$ cat src/rtl/secuenciador_mult.sv
// Operand sequencer in front of a sequential Booth multiplier.
// Accepts one signed operand pair at a time, pulses the multiplier start,
// waits for a rising edge on Fin, and holds the product until it is consumed.
// A watchdog drops the operation and raises a sticky error if Fin never rises.
//
// Ports:
//   clk, rst                 clock, asynchronous active-high reset
//   in_a, in_b, in_valid     operand pair and its valid
//   in_ready                 sequencer is idle and can take a pair
//   mul_a, mul_b, mul_start  operands and one-cycle start pulse to multiplier
//   mul_fin, mul_res         multiplier done level and product
//   out_res, out_valid       captured product and its valid
//   out_ready                consumer accepts out_res
//   timeout_err              sticky watchdog error
//   op_count                 number of products delivered (wrapping)
module secuenciador_mult #(
  parameter int unsigned NUM_BITS = 4,
  parameter int unsigned TIMEOUT  = 64,
  parameter int unsigned CNT_BITS = 16
) (
  input  logic                    clk,
  input  logic                    rst,
  input  logic [NUM_BITS-1:0]     in_a,
  input  logic [NUM_BITS-1:0]     in_b,
  input  logic                    in_valid,
  output logic                    in_ready,
  output logic [NUM_BITS-1:0]     mul_a,
  output logic [NUM_BITS-1:0]     mul_b,
  output logic                    mul_start,
  input  logic                    mul_fin,
  input  logic [2*NUM_BITS-1:0]   mul_res,
  output logic [2*NUM_BITS-1:0]   out_res,
  output logic                    out_valid,
  input  logic                    out_ready,
  output logic                    timeout_err,
  output logic [CNT_BITS-1:0]     op_count
);

  localparam int unsigned RES_W = 2 * NUM_BITS;
  localparam int unsigned WD_W  = $clog2(TIMEOUT + 1);
  localparam logic [WD_W-1:0] WD_LAST = WD_W'(TIMEOUT - 1);

  typedef enum logic [1:0] {
    ST_IDLE,
    ST_LAUNCH,
    ST_WAIT,
    ST_HOLD
  } state_t;

  state_t              state_q, state_d;
  logic [NUM_BITS-1:0] mul_a_q, mul_a_d;
  logic [NUM_BITS-1:0] mul_b_q, mul_b_d;
  logic [RES_W-1:0]    out_res_q, out_res_d;
  logic                out_valid_q, out_valid_d;
  logic                timeout_err_q, timeout_err_d;
  logic [CNT_BITS-1:0] op_count_q, op_count_d;
  logic [WD_W-1:0]     wd_q, wd_d;
  logic                fin_q;
  logic                fin_rise;

  // Completion is an edge: a Fin left high from a previous op must not count.
  assign fin_rise = mul_fin & ~fin_q;

  // State and data registers
  always_ff @(posedge clk or posedge rst) begin
    if (rst) begin
      state_q       <= ST_IDLE;
      mul_a_q       <= '0;
      mul_b_q       <= '0;
      out_res_q     <= '0;
      out_valid_q   <= 1'b0;
      timeout_err_q <= 1'b0;
      op_count_q    <= '0;
      wd_q          <= '0;
      fin_q         <= 1'b0;
    end else begin
      state_q       <= state_d;
      mul_a_q       <= mul_a_d;
      mul_b_q       <= mul_b_d;
      out_res_q     <= out_res_d;
      out_valid_q   <= out_valid_d;
      timeout_err_q <= timeout_err_d;
      op_count_q    <= op_count_d;
      wd_q          <= wd_d;
      fin_q         <= mul_fin;
    end
  end

  // Next-state and datapath update
  always_comb begin
    state_d       = state_q;
    mul_a_d       = mul_a_q;
    mul_b_d       = mul_b_q;
    out_res_d     = out_res_q;
    out_valid_d   = out_valid_q;
    timeout_err_d = timeout_err_q;
    op_count_d    = op_count_q;
    wd_d          = wd_q;

    case (state_q)
      ST_IDLE: begin
        if (in_valid) begin
          mul_a_d = in_a;
          mul_b_d = in_b;
          state_d = ST_LAUNCH;
        end
      end
      ST_LAUNCH: begin
        wd_d    = '0;
        state_d = ST_WAIT;
      end
      ST_WAIT: begin
        wd_d = wd_q + WD_W'(1);
        // A completion in the last watchdog cycle still counts as success.
        if (fin_rise) begin
          out_res_d   = mul_res;
          out_valid_d = 1'b1;
          state_d     = ST_HOLD;
        end else if (wd_q == WD_LAST) begin
          timeout_err_d = 1'b1;
          state_d       = ST_IDLE;
        end
      end
      ST_HOLD: begin
        if (out_ready) begin
          out_valid_d = 1'b0;
          op_count_d  = op_count_q + CNT_BITS'(1);
          state_d     = ST_IDLE;
        end
      end
      default: state_d = ST_IDLE;
    endcase
  end

  // Handshake controls decode straight from the state register.
  assign in_ready    = (state_q == ST_IDLE);
  assign mul_start   = (state_q == ST_LAUNCH);
  assign mul_a       = mul_a_q;
  assign mul_b       = mul_b_q;
  assign out_res     = out_res_q;
  assign out_valid   = out_valid_q;
  assign timeout_err = timeout_err_q;
  assign op_count    = op_count_q;

endmodule
$ cat config.mk
export PLATFORM = sky130hd
export DESIGN_NAME = secuenciador_mult
export DESIGN_NICKNAME = d
export VERILOG_FILES = /design/src/rtl/secuenciador_mult.sv
export SDC_FILE = /design/constraint.sdc
export NUM_CORES = 1
export LEC_CHECK = 0
export ABC_AREA = 1
export ABC_CLOCK_PERIOD_IN_PS = 1900
export BUFFER_PORTS_ARGS = -buffer_cell sky130_fd_sc_hd__clkbuf_2
export CAP_MARGIN = 20
export CORE_MARGIN = 3
export CORE_UTILIZATION = 25
export DETAILED_ROUTE_END_ITERATION = 12
export SYNTH_ARGS = -nofsm -noshare
export SYNTH_HDL_FRONTEND = slang
export SYNTH_SLANG_ARGS = --single-unit
$ cat constraint.sdc
create_clock -name clk -period 1.9 [get_ports clk]
set_input_delay 0.285 -clock clk [delete_from_list [all_inputs] [get_ports clk]]
set_output_delay 0.285 -clock clk [all_outputs]
set_load 0.005 [all_outputs]
Yosys cells after proc, flatten, opt, wreduce, memory -nomap -nowiden
Cells that the tools add are included.
Widths: inputs -> output; s select.
{"block": "classes", "add_sub_neg": 2, "n_eq_ne": 8, "muxes": 9, "bitwise": 3, "n_reduce_logical": 9}
{"cell": "$add 16x1->16 const B", "count": 1}
{"cell": "$pmux 7 s2", "count": 1}
{"cell": "$reduce_and 3->1", "count": 3}
{"cell": "$mux 2", "count": 4}
{"cell": "$pmux 2 s4", "count": 1}
{"cell": "$add 7x1->7 const B", "count": 1}
{"cell": "$eq 7x6->1 const B", "count": 1}
{"cell": "$ne 2x2->1 const B", "count": 3}
{"cell": "$reduce_and 2->1", "count": 3}
{"cell": "$eq 2x2->1 const B", "count": 2}
{"cell": "$reduce_bool 2->1", "count": 2}
{"cell": "$ne 3x3->1 const B", "count": 1}
{"cell": "$eq 2x1->1 const B", "count": 1}
{"cell": "$logic_not 2->1", "count": 1}
{"cell": "$mux 1", "count": 2}
{"cell": "$not 1->1", "count": 2}
{"cell": "$pmux 1 s2", "count": 1}
{"cell": "$and 1x1->1", "count": 1}
{"block": "word_totals", "ff_bits": 44, "inputBits": 21, "output_inout_bits": 36, "word_cells": 40}

Longest topological paths before layout
Gate-level depths: netlist of the first run.
{"block": "depth", "depth_word": 4, "depth_mapped": 9, "mapped_depth_nobuf": 8}

Least setup slack after synthesis of the first run
OpenSTA, ideal clock, no wires.
{"block": "synth_timing", "path_type": "flip-flop to flip-flop", "from": "register state_q[0]", "to": "register wd_q[5]", "setup_time_ns": 0.123, "arrival_time_ns": 1.343, "required_time_ns": 1.777, "setup_slack_ns": 0.434, "path_stages_with_launch": 9, "n_path_buf": 1, "period_less_slack_ns": 1.466, "cell_sequence": "dfrtp_1 inv_1 ha_1 clkbuf_2 nand2_1 nor2_1 nand2_1 o21ai_0 a21oi_1"}
{"block": "synth_via", "elab_chain_len": 2, "elab_cells_between_ends": 4, "cone_classes": "eq/ne: 2; mux: 1; reduce/logical: 1"}
{"item": "from (decl)", "line": "50", "rtl": "state_t state_q, state_d;"}
{"item": "from (signal assigned)", "line": "77", "rtl": "state_q <= state_d;"}
{"item": "$eq 2x2->1 or $eq 2x1->1 (tied branches)", "line": "100", "rtl": "case (state_q)"}
{"item": "$pmux 7 s2 or $reduce_bool 2->1 (tied branches)"}
{"item": "to (signal assigned)", "line": "84", "rtl": "wd_q <= wd_d;"}
{"item": "to (decl)", "line": "57", "rtl": "logic [WD_W-1:0] wd_q, wd_d;"}
Parallel ways exist; a longest one is shown, timed or not.
A chain may end at the register's enable or synchronous reset.

Worst setup path in the final report of the first run
Same ends and word-level chain as after synthesis.

==> reports/results.txt, run 1 <==
The number of warnings issued by yosys is 0. Setup repair after global routing left no endpoint under its margin. Counting the buffers created by CTS gives 5. In this run the static leakage power is 1.36 nW. Cell family contributing the most delay on the critical path: flip-flops. For this run the aggregate overflow at the end of global routing stands at 0. Global routing used 9.46% of the available tracks across all layers. The number of hold buffers added after CTS was 1. The worst stage delay on the critical path works out to 0.42 ns.

The minimum period implied by the final worst setup slack was 1.59 ns. The share of the Yosys chip area taken by registers is 52.2%. The worst hold path belongs to the class in2reg. Critical path start-end classification: reg2reg.

The placeable core region was 0.00797 mm^2. In the finished design, the share of the clock period the worst path needs comes to 83.9%. CTS clock-pin slew for the worst setup and hold paths: 0.08 ns. In this run the deepest clock path goes through 2 buffers. For this design the ratio of total power to cell area is 1200 mW/mm^2.

Clock latency on the worst-skew pair, taken at its later pin, is 0.29 ns. The worst path buffer plus inverter count was 1. The critical path's most frequent cell was sky130_fd_sc_hd__nand2_1. Initial cell density of the core: 26.5%. The slew at the pin closest to its max-slew limit was 0.362 ns. The largest net degree at the start of global routing was 17; the cell area reported after detailed placement was 0.00252 mm^2.

The placed wire-length estimate was 3.29 mm; the count of standard-cell rows was 32. The flop and latch count out of synthesis is 44. Across the run, the number of max-cap violations was 0.

Dividing the detail-routed wire length by the instance count gives 10.9 um. The endpoint arrival time on the critical path was 1.77 ns. The synthesized design spends more area on one cell type than any other, namely sky130_fd_sc_hd__dfrtp_1. After detailed routing, the number of vias per cell comes to 4.19.

Walking the worst path, the cells encountered are inv_1 -> ha_1 -> nand2_1 -> nor2_1 -> nand2_1 -> o21ai_0 -> a21oi_1. The H-tree was split into 2 levels. The logs give 0 for the number of post-CTS setup repair buffers and 75.8% for the headroom to the max-slew limit. The logs give 0 for the initial antenna violation count and 628 MHz for the maximum achievable frequency. The synthesized netlist occupies a cell area of 0.00211 mm^2. Along the worst path, the maximum fanout reaches 8. Before antenna repair, the detailed router went through 4 iterations.

The most common flop cell mapped by yosys was sky130_fd_sc_hd__dfrtp_1. The share of flip-flops with an asynchronous set or reset after synthesis came out at 100%. After routing the design area is 0.00266 mm^2.

The worst path required time came out at 2.08 ns. The number of buffers inserted by port buffering is 56. The first global-routing pass estimated 7.57 mm of wire. Detailed-route wire length: 4.22 mm.

Setup skew after layout: 0.00441 ns. The detail route stage leaves a number of antenna-violating nets equal to 0. The tools report the iteration-0 DRC count of the detailed router as 52. For the number of max-slew violations in the final report, the log shows 0.

In the post-synthesis netlist, the cell with the most instances is sky130_fd_sc_hd__nand2_1. The weighted congestion at the end of routability-driven global placement was 0.792. The run finished with clean final reports. The logs give 1621 for the total number of vias and 0 for the count of cells resized by post-cts repair. Sorting the synthesized cells by area gives the leading types as sky130_fd_sc_hd__dfrtp_1 52%, sky130_fd_sc_hd__nand2_1 10%, sky130_fd_sc_hd__mux2_2 9.1%, sky130_fd_sc_hd__ha_1 4.2%, sky130_fd_sc_hd__inv_1 4.1%. The commonest cells after synthesis are 57 x sky130_fd_sc_hd__nand2_1, 44 x sky130_fd_sc_hd__dfrtp_1, 23 x sky130_fd_sc_hd__inv_1. The net count after synthesis is 248.

In the final layout, the share of cells above drive strength 1 is 35.1%. In this run the biggest area consumer among cell types represents 52.2% of the synthesized area. TritonCTS built the clock tree. Capturing element type of the critical path: a register. Die area: 0.00958 mm^2. For the final routed database, the setup TNS stands at 0 ns.

For the number of setup violations in the final report, the log shows 0. The number of antenna diodes in the final layout is 0. Measured along the x axis, the die boundary spans 97.9 um. After detailed routing, the number of remaining DRC violations is 0. Dividing the synthesized area by the synthesized cell count gives 9.59 um^2.

Yosys mapped the design onto 26 distinct sky130hd cell types. For the hold violation total from the final report, the log shows 0. The tools report the highest ir drop seen on vdd as 0.602 mV. The largest individual stage delay along the critical path comes from the cell sky130_fd_sc_hd__dfrtp_1. The clock net in this run drives a total of 44 sinks.

The number of global-route vias before repair came out at 1657. Compared with the post-synthesis result, the final layout area differs by 26.0%. The worst setup path is launched from a register. 57 I/O pins were placed. Vertical extent of the die: 97.9 um. In this run, synthesis inferred 0 flip-flops with an integrated enable. Counting every instance in the synthesized netlist gives 220. The layout filler cell count is 834.

For this run, the post-layout net count is 312. In this run the clock root is driven by a sky130_fd_sc_hd__clkbuf_8.
==> path summary, 6_finish.rpt <==
path | slack, ns | depth (start not counted) | endpoint | start
min | 0.16 | 1 | fin_q | mul_fin
min in group asynchronous | 0.48 | 3 | op_count[15] | rst
min reg2reg | 0.49 | 1 | timeout_err | timeout_err
max reg2reg | 0.31 | 7 | wd_q[5] | state_q[0]
max in group asynchronous | 0.89 | 4 | mul_a[2] | rst
max | 0.31 | 7 | wd_q[5] | state_q[0]
==> layout make-up <==
cell class / instances / area [um^2] / share of cell area, %
tap: 102 / 128 / 4.80
multi-input combinational: 148 / 901 / 33.9
clock buffer: 7 / 96.3 / 3.62
clock inverter: 1 / 30.0 / 1.13
sequential: 44 / 1100 / 41.4
inverter: 26 / 97.6 / 3.67
timing repair buffer: 59 / 305 / 11.5
==> worst reg2reg max path: stages (launching register included) <==
cell	delay, ns
sky130_fd_sc_hd__dfrtp_1	0.42
sky130_fd_sc_hd__inv_1	0.10
sky130_fd_sc_hd__ha_1	0.41
sky130_fd_sc_hd__nand2_1	0.08
sky130_fd_sc_hd__nor2_1	0.18
sky130_fd_sc_hd__nand2_1	0.09
sky130_fd_sc_hd__o21ai_0	0.15
sky130_fd_sc_hd__a21oi_1	0.06
==> logic make-up (layout without fill, tap and decap cells) <==
| logic type | Yosys count | after routing | synth area share (%) |
|---|---|---|---|
| compound gates | 17 | 17 | 4.45 |
| fa+ha+maj | 7 | 7 | 4.15 |
| buf+inv | 28 | 93 | 5.10 |
| mux | 17 | 17 | 9.07 |
| simple gates | 101 | 101 | 22.5 |
| xor+xnor | 6 | 6 | 2.49 |
| flops | 44 | 44 | 52.2 |
==> report_power, final <==
group / leakage, nW / switching (mW) / internal [mW]
Combinational: 0.736 / 0.510 / 0.511
Sequential: 0.562 / 0.186 / 1.20
Clock: 0.0645 / 0.317 / 0.464
Total: 1.36 / 1.01 / 2.18
==> metrics by stage <==
stage	hold slack [ns]	power [mW]	cells	utilization (%)	worst slack, ns
5_1_grt	0.138	3.46	387	33.4	0.0919
3_5_place_dp	0.253	2.45	378	31.7	0.327
4_1_cts	0.147	3.26	387	33.4	0.301
2_1_floorplan	0.316	2.03	220	-	0.434
6_report	0.161	3.19	387	33.4	0.307
3_3_place_gp	0.259	2.42	378	31.7	0.372
==> placed cells by master, fill, tap and decap left out <==
cell type,instances
sky130_fd_sc_hd__nand2_1,57
sky130_fd_sc_hd__clkbuf_2,56
sky130_fd_sc_hd__dfrtp_1,44
sky130_fd_sc_hd__inv_1,22
sky130_fd_sc_hd__mux2_2,17
sky130_fd_sc_hd__nor2_1,13
sky130_fd_sc_hd__nand3_1,9
sky130_fd_sc_hd__o21ai_0,7
sky130_fd_sc_hd__ha_1,7
sky130_fd_sc_hd__clkbuf_8,7
sky130_fd_sc_hd__nand4_1,5
sky130_fd_sc_hd__a21oi_1,5
sky130_fd_sc_hd__xor2_1,5
sky130_fd_sc_hd__nand2_2,4
sky130_fd_sc_hd__inv_2,4
sky130_fd_sc_hd__nand3b_1,4
sky130_fd_sc_hd__nor2_2,4
sky130_fd_sc_hd__nor2_4,2
sky130_fd_sc_hd__buf_4,2
sky130_fd_sc_hd__nand3_2,1
sky130_fd_sc_hd__o22ai_1,1
sky130_fd_sc_hd__o21bai_1,1
sky130_fd_sc_hd__or2_1,1
sky130_fd_sc_hd__nand3_4,1
sky130_fd_sc_hd__o21ai_2,1
sky130_fd_sc_hd__a31oi_1,1
sky130_fd_sc_hd__xnor2_1,1
sky130_fd_sc_hd__o21ai_1,1
sky130_fd_sc_hd__bufinv_16,1
sky130_fd_sc_hd__dlygate4sd3_1,1
==> per-layer routing <==
metal	share of wire, %	track usage [%]	vias up
met5	0	0	-
met3	6.5	3.07	2
met4	0.38	1.92	0
met2	47	15.5	42
met1	46	12.3	744
li1	-	-	833
==> sequential cells by signal, summed over array words and instances, names as in the netlist <==
| signal | count |
|---|---|
| fin_q | 1 |
| mul_a | 4 |
| mul_b | 4 |
| op_count | 16 |
| out_res | 8 |
| out_valid | 1 |
| state_q | 2 |
| timeout_err | 1 |
| wd_q | 7 |
(Power assumes the default switching activity.)
==> run 2: changes to the inputs <==
- ABC_AREA: 1 -> 0
- ABC_CLOCK_PERIOD_IN_PS: 1900 -> 1400
- clock period: 1.9 -> 1.4 ns (I/O delays scaled with it)
==> reports/results.txt, run 2 <==
For the global-route wire length before repair, the log shows 7.40 mm (-2.3%). The worst path buffer plus inverter count came out at 0 (-1). Layout filler cell count: 715 (-14%).

The tools report the CTS sink count as 44 (unchanged). The library cell used most frequently in the layout, excluding fill and tap cells, is sky130_fd_sc_hd__clkbuf_2. The critical path in this run is classified as reg2reg. The largest fanout of any net on the critical path is 5 (-3). The tools report the netlist area before placement as 0.00194 mm^2 (-8.2%). Critical-path cell with the highest stage delay: sky130_fd_sc_hd__or3_4. Proportion of netlist area held by the largest area contributor: 56.8% (+4.7 points). Sorting the synthesized cells by area gives the leading types as sky130_fd_sc_hd__dfrtp_1 57%, sky130_fd_sc_hd__mux2_2 9.9%, sky130_fd_sc_hd__ha_1 4.5%, sky130_fd_sc_hd__xnor2_1 4.5%, sky130_fd_sc_hd__nand2_1 3.1%. For the worst path required time, the log shows 1.60 ns (-0.48 ns). By count the netlist is led by 44 x sky130_fd_sc_hd__dfrtp_1, 17 x sky130_fd_sc_hd__mux2_2, 16 x sky130_fd_sc_hd__nand2_1.

The number of warnings issued by yosys is 0 (unchanged), and the number of flip-flops in the largest register is 16 (unchanged). The endpoint arrival time on the critical path was 1.68 ns (-0.09 ns); the final antenna-violating net count was 0 (unchanged). The initial cell density of the core was 26.3% (-0.19 points); the latest clock arrival within the worst-skew pair was 0.29 ns (about the same). The length of the first detailed-routing pass in iterations was 3 (-1). The logs give 0.774 mV (+28%) for the highest ir drop seen on vdd and 56.8% (+4.7 points) for the sequential fraction of the synthesis area.

The iteration-0 DRC count of the detailed router is 36 (-31%), and the width of the chip is 94.0 um (-3.9%). The share of flip-flops with an asynchronous set or reset after synthesis works out to 100% (unchanged). The power density over the cells is 1780 mW/mm^2 (+48%). The synthesis-to-finish area growth works out to 53.7%. The min-delay analysis places its worst path in the category in2reg. The post-layout instance count excluding filler cells is 359 (-7.2%).

The tools report the number of max-slew violations in the final report as 0 (unchanged). For the buffer levels on the longest clock path, the log shows 2 (unchanged). The logs give 0 (unchanged) for the initial antenna violation count and 4.64 mm (+10%) for the detailed-route wire length.

The tools report the weighted congestion at the end of routability-driven global placement as 0.709 (-10%). For the number of buffers added by the clock tree synthesis step, the log shows 5 (unchanged). By instance count, the leading cell after synthesis is sky130_fd_sc_hd__dfrtp_1.

The share of the clock period used by the worst path after layout was 105% (+21 points). The post-route setup TNS is -0.140 ns (-0.140 ns), and the gate count after technology mapping is 160 (-27%). The setup skew after layout was 0.00782 ns (+0.00340 ns); the net count after synthesis was 188 (-24%). The total instance count after detailed placement is 346 (-8.5%). The largest net degree at the start of global routing came out at 29 (+12). The cell family contributing the most delay on the critical path is simple AND/OR/NAND/NOR gates. Cell type with the largest total area after synthesis: sky130_fd_sc_hd__dfrtp_1.

The final reports fail on setup timing. The wire length per cell after detailed routing is 12.9 um (+19%), and the ratio of cells with drive above 1 in the final layout is 54.2% (+19 points). The slew at the pin closest to its max-slew limit was 0.640 ns (+0.279 ns); the count of flip-flops with a built-in enable after synthesis was 0 (unchanged). The minimum period implied by the final worst setup slack is 1.47 ns (-0.121 ns). Leaving out fill and tap cells, the most frequent cells in the layout are 54 x sky130_fd_sc_hd__clkbuf_2, 43 x sky130_fd_sc_hd__dfrtp_1, 30 x sky130_fd_sc_hd__buf_4. The number of DRC violations after detailed routing is 0 (unchanged). The number of buffers inserted by port buffering was 56 (unchanged). The run gives 679 MHz (+8.2%) as the maximum achievable frequency.

Setup repair after global routing could not meet its margin everywhere. The tools report the startpoint type of the worst setup path as a register. The tools report the net count of the finished layout as 287 (-8.0%). The logs give 5 (+5) for the number of setup violations in the final report and 31 (-3.1%) for the count of standard-cell rows. The tools report the headroom to the max-slew limit as 57.0% (-19 points).

The run finished, with violations left. TritonCTS built the clock tree. The synthesized area per cell came out at 12.1 um^2 (+26%).

The logs give 0.00884 mm^2 (-7.7%) for the die area and 0.00737 mm^2 (-7.5%) for the placeable core region. The run gives 1596 (-3.7%) as the number of global-route vias before repair. For the total number of vias, the log shows 1548 (-4.5%).

The vias per cell is 4.31 (+2.9%). The vertical extent of the die was 94.0 um (-3.9%). The tools report the number of antenna repair diodes as 0 (unchanged).

The placed wire-length estimate is 3.38 mm (+2.7%). The worst slack at placement is -0.0734 ns (-0.401 ns), and the flop and latch count out of synthesis is 44 (unchanged). CTS placed an instance of sky130_fd_sc_hd__clkbuf_8 at the clock tree root. The boundary pin count is 57 (unchanged), and the H-tree level count is 2 (unchanged). The critical path goes through ha_2 -> nand4_4 -> or3_4 -> a311o_1 -> o22ai_1. Among all flip-flop cells after synthesis, the most frequent one is sky130_fd_sc_hd__dfrtp_1.

For the sum of overflow across all layers after global routing, the log shows 0 (unchanged). The hold violation total from the final report was 0 (unchanged); the worst stage delay on the critical path was 0.37 ns (-0.05 ns). The overall track demand over capacity in global routing came out at 10.4% (+0.94 points).

STA classifies the critical path endpoint as a register. The leakage power was 1.51 nW (+11%). The total of max-cap violations was 0 (unchanged). The final worst-path setup slack is -0.0718 ns (-0.379 ns). For the unique cell type count in the Yosys netlist, the log shows 31 (+19%). CTS clock-pin slew for the worst setup and hold paths: 0.08 ns (about the same).
[run 2: cell types whose count changed after synthesis, moves of 4 or more]
cell                      change
sky130_fd_sc_hd__nand2_1     -41
sky130_fd_sc_hd__inv_1       -13
sky130_fd_sc_hd__nor2_1       -9
sky130_fd_sc_hd__xnor2_1      +9
sky130_fd_sc_hd__a21oi_1      -4
sky130_fd_sc_hd__nand2_2      -4
sky130_fd_sc_hd__nor2_2       -4
[run 2: worst reg2reg max path, delay by kind of cell, from the launching register on]
kind	cells	cell delay, ns
flip-flops	1	0.36
AO/OA/AOI/OAI	2	0.37
adder cells (fa/ha/maj)	1	0.21
AND/OR/NAND/NOR	2	0.45
[run 2: where the power goes]
part / total (mW) / internal, mW / switching (mW)
clock network: 1.06 / 0.630 / 0.433
logic: 2.37 / 1.38 / 0.988
registers: 1.86 / 1.62 / 0.230
total: 5.29 / 3.64 / 1.65
[run 2: path summary, 6_finish.rpt]
path                                endpoint         start  depth (start not counted)  slack (ns)
worst max-delay path              state_q[1]       wd_q[0]                          5       -0.07
worst min register to register  op_count[15]  op_count[15]                          1        0.48
max in group asynchronous         state_q[1]           rst                          4        0.41
worst min-delay path                   fin_q       mul_fin                          1        0.05
min in group asynchronous         out_res[7]           rst                          3        0.46
worst max register to register    state_q[1]       wd_q[0]                          5       -0.07
[run 2: cell type report]
class	count	area (um^2)	share of cell area [%]
tap	99	124	4.16
clock inverter	1	30.0	1.01
multi-input combinational	105	977	32.8
inverter	10	37.5	1.26
timing repair buffer	93	611	20.5
sequential	44	1100	37.0
clock buffer	7	96.3	3.24
[run 2: stage by stage]
stage,hold slack [ns],utilization [%],total power [mW],cell area (um^2)
floorplan,0.241,-,2.73,1960
global placement,0.227,35.6,3.71,2620
detailed placement,0.229,35.6,3.77,2620
CTS,0.0354,37.9,4.98,2800
global route,0.0436,40.4,5.63,2980
finish,0.0530,40.4,5.29,2980
[run 2: metal layers]
layer / GRT usage, % / part of all wire [%]
met3: 2.80 / 4.7
met5: 0 / 0
met1: 13.5 / 45
met2: 17.4 / 50
met4: 1.93 / 0
[run 2: cell families after synthesis]
group,count (synthesis),share of synthesized area (%)
fa+ha+maj,7,4.52
mux,18,10.4
simple gates,43,11.6
buf+inv,11,2.13
xor+xnor,15,6.78
flops,44,56.8
compound gates,22,7.69
[run 2: timing repair]
item                       in CTS  in global routing
setup buffers                   1                  4
hold buffers                    1                  0
resized for setup               6                 37
pin swaps                       6                 11
setup endpoints to repair      28                 33
hold endpoints to repair       16                  0
